==> config.mk <==
export PLATFORM = sky130hd
export DESIGN_NAME = mod53_residue_accumulator
export DESIGN_NICKNAME = d
export VERILOG_FILES = /design/src/rtl/mod53_residue_accumulator.sv
export SDC_FILE = /design/constraint.sdc
export NUM_CORES = 1
export LEC_CHECK = 0
export ABC_AREA = 1
export CORE_MARGIN = 2
export CORE_UTILIZATION = 30
export DETAILED_ROUTE_END_ITERATION = 7
export PLACE_DENSITY = 0.61
export SYNTH_ARGS = -nofsm -noshare
export SYNTH_HDL_FRONTEND = slang
export SYNTH_SLANG_ARGS = --single-unit
export TNS_END_PERCENT = 30
==> constraint.sdc <==
create_clock -name clk -period 1.9 [get_ports clk]
set_clock_uncertainty 0.05 [all_clocks]
set_input_delay 0.285 -clock clk [delete_from_list [all_inputs] [get_ports clk]]
set_output_delay 0.285 -clock clk [all_outputs]
set_load 0.1 [all_outputs]
==> src/rtl/mod53_residue_accumulator.sv <==
// Accumulates per-chunk mod-MODULUS partial residues over a valid/ready stream and
// emits one reduced residue per packet, with beat count and force-termination flag.
module mod53_residue_accumulator #(
    parameter int MODULUS    = 53,
    parameter int WIDTH      = 6,
    parameter int MAX_CHUNKS = 8,
    localparam int CNT_W     = $clog2(MAX_CHUNKS + 1)
) (
    input  logic             clk,
    input  logic             rst_n,
    input  logic             sclr,
    input  logic             in_valid,
    output logic             in_ready,
    input  logic [WIDTH-1:0] in_data,
    input  logic             in_last,
    output logic             out_valid,
    input  logic             out_ready,
    output logic [WIDTH-1:0] out_residue,
    output logic [CNT_W-1:0] out_count,
    output logic             out_err
);

    localparam logic [WIDTH:0] MOD_X    = (WIDTH + 1)'(MODULUS);
    localparam logic [CNT_W-1:0] LAST_IDX = CNT_W'(MAX_CHUNKS - 1);

    typedef enum logic {
        ACC  = 1'b0,
        DONE = 1'b1
    } state_t;

    state_t           state_q, state_d;
    logic [WIDTH-1:0] acc;
    logic [CNT_W-1:0] cnt;
    logic [WIDTH-1:0] r;
    logic [WIDTH:0]   s;
    logic [WIDTH-1:0] sum;
    logic             accept;
    logic             terminate;

    // Single conditional subtract; valid because every input is below 2*MODULUS.
    function automatic logic [WIDTH-1:0] mod_reduce(input logic [WIDTH:0] x);
        logic [WIDTH:0] d;
        d = x - MOD_X;
        return (x >= MOD_X) ? d[WIDTH-1:0] : x[WIDTH-1:0];
    endfunction

    assign in_ready  = (state_q == ACC);
    assign out_valid = (state_q == DONE);

    assign accept    = in_valid & in_ready;
    assign r         = mod_reduce({1'b0, in_data});
    assign s         = {1'b0, acc} + {1'b0, r};
    assign sum       = mod_reduce(s);
    assign terminate = accept & (in_last | (cnt == LAST_IDX));

    always_comb begin
        state_d = state_q;
        case (state_q)
            ACC:     if (terminate) state_d = DONE;
            DONE:    if (out_ready) state_d = ACC;
            default: state_d = ACC;
        endcase
        if (sclr) state_d = ACC;
    end

    always_ff @(posedge clk or negedge rst_n) begin
        if (!rst_n) begin
            state_q <= ACC;
        end else begin
            state_q <= state_d;
        end
    end

    always_ff @(posedge clk or negedge rst_n) begin
        if (!rst_n) begin
            acc         <= '0;
            cnt         <= '0;
            out_residue <= '0;
            out_count   <= '0;
            out_err     <= 1'b0;
        end else if (sclr) begin
            acc     <= '0;
            cnt     <= '0;
            out_err <= 1'b0;
        end else if (accept) begin
            if (terminate) begin
                out_residue <= sum;
                out_count   <= cnt + CNT_W'(1);
                out_err     <= ~in_last;
                acc         <= '0;
                cnt         <= '0;
            end else begin
                acc <= sum;
                cnt <= cnt + CNT_W'(1);
            end
        end
    end

endmodule

* After elaboration in Yosys (flattened, before gate mapping)
Index checks and enable logic that the tools add are counted.
Operators by class: add/sub/neg operators 4, multiply operators 0, div/mod/pow operators 0, $lt $le $gt $ge 2, eq/ne operators 1, shift-type cells 0, muxes and demuxes 15, bitwise logic cells 6, reductions and logical operators 4
Operators with widths (number):
- 2-to-1 mux 6 bit | 5
- 2-to-1 mux 4 bit | 3
- subtractor 6 bit (second input constant) | 2
- adder 6 x 6 -> 7 bit | 1
- >= comparator 7 x 6 -> 1 bit (second input constant) | 1
- >= comparator 6 bit (second input constant) | 1
- 2-to-1 mux 1 bit | 6
- adder 4 x 1 -> 4 bit (second input constant) | 1
- == test 4 x 3 -> 1 bit (second input constant) | 1
- nonzero test 2 bit | 2
- NOT 1 bit | 3
- AND reduction 3 bit | 1
- bitwise AND 1 bit | 2
- case mux 1 bit (2 select lines) | 1
- AND reduction 2 bit | 1
- bitwise OR 1 bit | 1
Word-level totals: register bits after elaboration 22, latch bits 0, bits in writable memories 0, memory bits (read-only) 0, input port bits 12, output and inout port bits 13, logic and storage cells 38, memories kept 0

* Depth between registers and ports, before layout
depth in word-level cells 8, gate-level depth with buffers 20, mapped depth without buffers 20

* Worst setup path after synthesis
No wires, ideal clock.
path kind input to register, start point input in_data[1], end point register out_residue[2], data arrival time 2.675 ns, data required time 1.730 ns, setup slack -0.945 ns, stages 18, buffers on the path 0, cell sequence inv_1 > ha_1 > nor2_1 > o21ai_0 > nand2_1 > xor2_1 > ha_1 > fa_1 > nand3_1 > nand2_1 > a21oi_1 > nor2_1 > nor2_2 > nand2_4 > nand2_1 > nand2_1 > nand2_1 > nand2_1
Between the ends: word-level cells in the longest chain between the ends 5
RTL lines:
- from (decl) | RTL line 14 | input logic [WIDTH-1:0] in_data,
- subtractor 6 bit / >= comparator 6 bit (equally long branches) | RTL line 43, 44
- 2-to-1 mux 6 bit (*) | RTL line 44 | return (x >= MOD_X) ? d[WIDTH-1:0] : x[WIDTH-1:0];
- adder 6 x 6 -> 7 bit (*) | RTL line 52 | assign s = {1'b0, acc} + {1'b0, r};
- subtractor 6 bit / >= comparator 7 x 6 -> 1 bit (equally long branches) | RTL line 43, 44
- 2-to-1 mux 6 bit (*) | RTL line 44
- to (signal assigned) | RTL line 87 | out_residue <= sum;
- to (decl) | RTL line 18 | output logic [WIDTH-1:0] out_residue,
Mark *: on every way between the ends. The rest lies on a longest branch, timed or not. A chain may end at the register's enable or synchronous reset.

* Final worst setup path
start point input in_data[0], end point register out_residue[3]
The elaborated chain is that of the path after synthesis.

==> flow_summary.toml <==
[worst_setup_path]
worstSetupPathType = "in2reg"
cp.arrival_ns = 2.57
crit_required_ns = 2.01
worstSetupStartpointType = "input pin"
crit_path_end_kind = "register"
worstPathMaxFanout = 6

[finish]
nNetsFinal = 298
antenna_cells = 0
stdcell_count = 341
final_layout_size_suffix_gt1_frac = 0.4170
fin_util = 0.4938
area_delta_synth_final_pct = 61.12

[clock_network]
cts.sinks = 22
clk_pin_slew_worst_paths_ns = 0.08
clkLatencyLatePin_ns = 0.26
cts_tree = "built"
h-tree-depth = 1
clock_path_buffers = 2
cts-buffers-inserted = 3
clockRootBuffer = "clkbuf_8"

[place]
gp_congestion = 0.8325
dp_hpwl_mm = 2.774
portBuffers = 24
place_ws_ns = -1.367
place_inst = 327

[outcome]
violations = "negative setup slack"
status = "finished, violations left"

[route]
wl_mm = 3.788
via_per_inst = 4.431
via_count = 1511
firstDrtPassIters = 4
wl_per_cell_um = 11.11
route.detailed.drc = 0
postRouteAntennaNets = 0
drt_first_iter_violations = 52

[timing]
clock.fmax_mhz = 405.8
min_period_ns = 2.464
rsz0062_at_grt = "yes"
min_period_over_period = 1.297
tightest_slew_ns = 0.3006
setup_viol = 12
setup_ws_ns = -0.5644
drv_slew = 0
slew_headroom = 0.7978
finalHoldViolCount = 0

[power]
power_density_nw_per_um2 = 1254
p_comb_frac = 0.682
switchingPower_mw = 1.592
p_clk_frac = 0.106
p_int_mw = 1.511
switching_share = 0.5131
pwr-share-seq = 0.212
p_leak_nw = 1.259
ir_drop_v = 0.0007001

[synthesis]
synthAdderAreaFrac = 0.1190
synthXorXnorAreaFrac = 0.04482
synthCells = 208
syn_nets = 234
synth.avg_cell_area_um2 = 7.381
ys_ff_latch = 22
synthFlopType = "dfrtp_1"
synth-compound-area-share = 0.07987
synth-edff-count = 0
synth.distinct_cells = 28
yosysMostFrequentCell = "nand2_1"
yosys.area.top_type = "dfrtp_1"
yosys_warnings = 0
synth_simple_gate_area_share = 0.3211
syn-cell-area_um2 = 1535
ys_async_sr_fraction = 1.000
synthTopCellsByCount = "nand2_1 (74), inv_1 (29), dfrtp_1 (22)"
synth_area_leaders = "dfrtp_1 (36%), nand2_1 (18%), ha_1 (11%)"
synth_top_family_by_area = "simple AND/OR/NAND/NOR gates"
seq_area_frac_synth = 0.3586
yosysTopAreaCellShare = 0.3586
synth_mux_area_frac = 0

[min_path]
hold_path_class = "in2async"

[floorplan]
core-area_um2 = 5010
die_y_um = 75.54
rows = 26
start_util = 0.3064
num_io_pins = 25
fp.dieW_um = 75.54
fp.dieArea_um2 = 5706

[grt]
grtUsageTotal = 0.1521
grt_pass1_vias = 1575
grt_max_degree = 23
grt_pass1_wl_mm = 6.734
overflow = 0
antenna_found_initial = 0

[flow_run]
maxCapViolations = 0
[layout make-up]
cell class | instances | area [µm²]
Clock buffer | 4 | 55.05
Sequential cell | 22 | 551.8
Multi-Input combinational cell | 155 | 1124
Tap cell | 70 | 87.58
Inverter | 30 | 128.9
Timing Repair Buffer | 60 | 526.8
Fill cell | 490 | 2536
[worst max-delay path, cell delays in order]
cell and delay, ns:
buf_8 0.10, inv_4 0.05, ha_4 0.14, nor2_4 0.04, o21ai_4 0.16, nand2_4 0.07
xor2_1 0.14, ha_2 0.18, fa_2 0.59, inv_4 0.07, ha_4 0.15, nand2_2 0.06
nand3_2 0.08, nand3_4 0.11, nand2_4 0.08, nand2_1 0.09, nand2_2 0.06, nand2_1 0.06
nand2_1 0.04
[power groups by stage]
stage	sequential, mW	combinational, mW	clock, mW
after global placement	0.660	1.72	0
after CTS	0.660	1.99	0.345
final	0.658	2.11	0.329
after detailed placement	0.660	1.72	0
after global routing	0.677	2.29	0.363
after floorplan	1.18	0.742	0
[placed cells by master, fill, tap and decap left out, drive strengths merged]
| cell type | n |
|---|---|
| o21bai | 1 |
| clkdlybuf4s50 | 5 |
| dfrtp | 22 |
| nand2 | 76 |
| a21oi | 8 |
| o21ai | 10 |
| nand3 | 23 |
| fa | 1 |
| buf | 51 |
| and2 | 1 |
| dlygate4sd2 | 2 |
| nand3b | 1 |
| xnor2 | 1 |
| nor2 | 11 |
| xor2 | 6 |
| a21boi | 1 |
| clkbuf | 4 |
| inv | 29 |
| clkinvlp | 1 |
| clkdlybuf4s15 | 2 |
| ha | 13 |
| o31ai | 1 |
| a31oi | 1 |
[path summary, 6_finish.rpt]
kind | from | end | slack (ns) | cells after the start
setup / recovery | in_data[0] | out_residue[3] | -0.56 | 19
setup reg to reg | acc[0] | out_residue[3] | -0.23 | 12
hold reg to reg | out_count[2] | out_count[2] | 0.44 | 2
min in group clk | out_count[2] | out_count[2] | 0.44 | 2
max in group asynchronous | rst_n | out_valid | 1.25 | 2
hold / removal | rst_n | acc[2] | 0.31 | 2
[layer usage]
metal	wire length (µm)	vias to the layer above	GRT usage
met5	0	-	0
met4	112	0	0.06433
met3	98	11	0.009259
met2	1872	32	0.2628
met1	1705	685	0.1975
li1	-	783	-
[stage by stage]
stage	instance area (µm²)	setup TNS (ns)	hold slack (ns)	total power, mW
3_5_place_dp	2098	-16.11	0.4143	2.382
6_report	2474	-6.323	0.3130	3.103
5_1_grt	2474	-7.597	0.3689	3.332
3_3_place_gp	2098	-15.66	0.4195	2.384
4_1_cts	2391	-5.851	0.3196	2.992
2_1_floorplan	1588	-11.00	-0.06059	1.924
[flip-flops by register name (all words and copies together) (netlist names)]
register     count
cnt              4
out_count        4
out_err          1
acc              6
out_valid        1
out_residue      6
[repair_timing]
item                       CTS  global route
gates cloned                 0             0
resized for setup           52            18
hold buffers                 0             0
setup endpoints to repair   12            12
buffers inserted             9             1
pin swaps                   20             3
[cells by family after synthesis]
kind of cell | after synthesis
simple gates | 112
buf+inv | 31
compound gates | 22
flops | 22
fa+ha+maj | 14
xor+xnor | 7
Note: power is estimated with default switching activity, not from simulation.
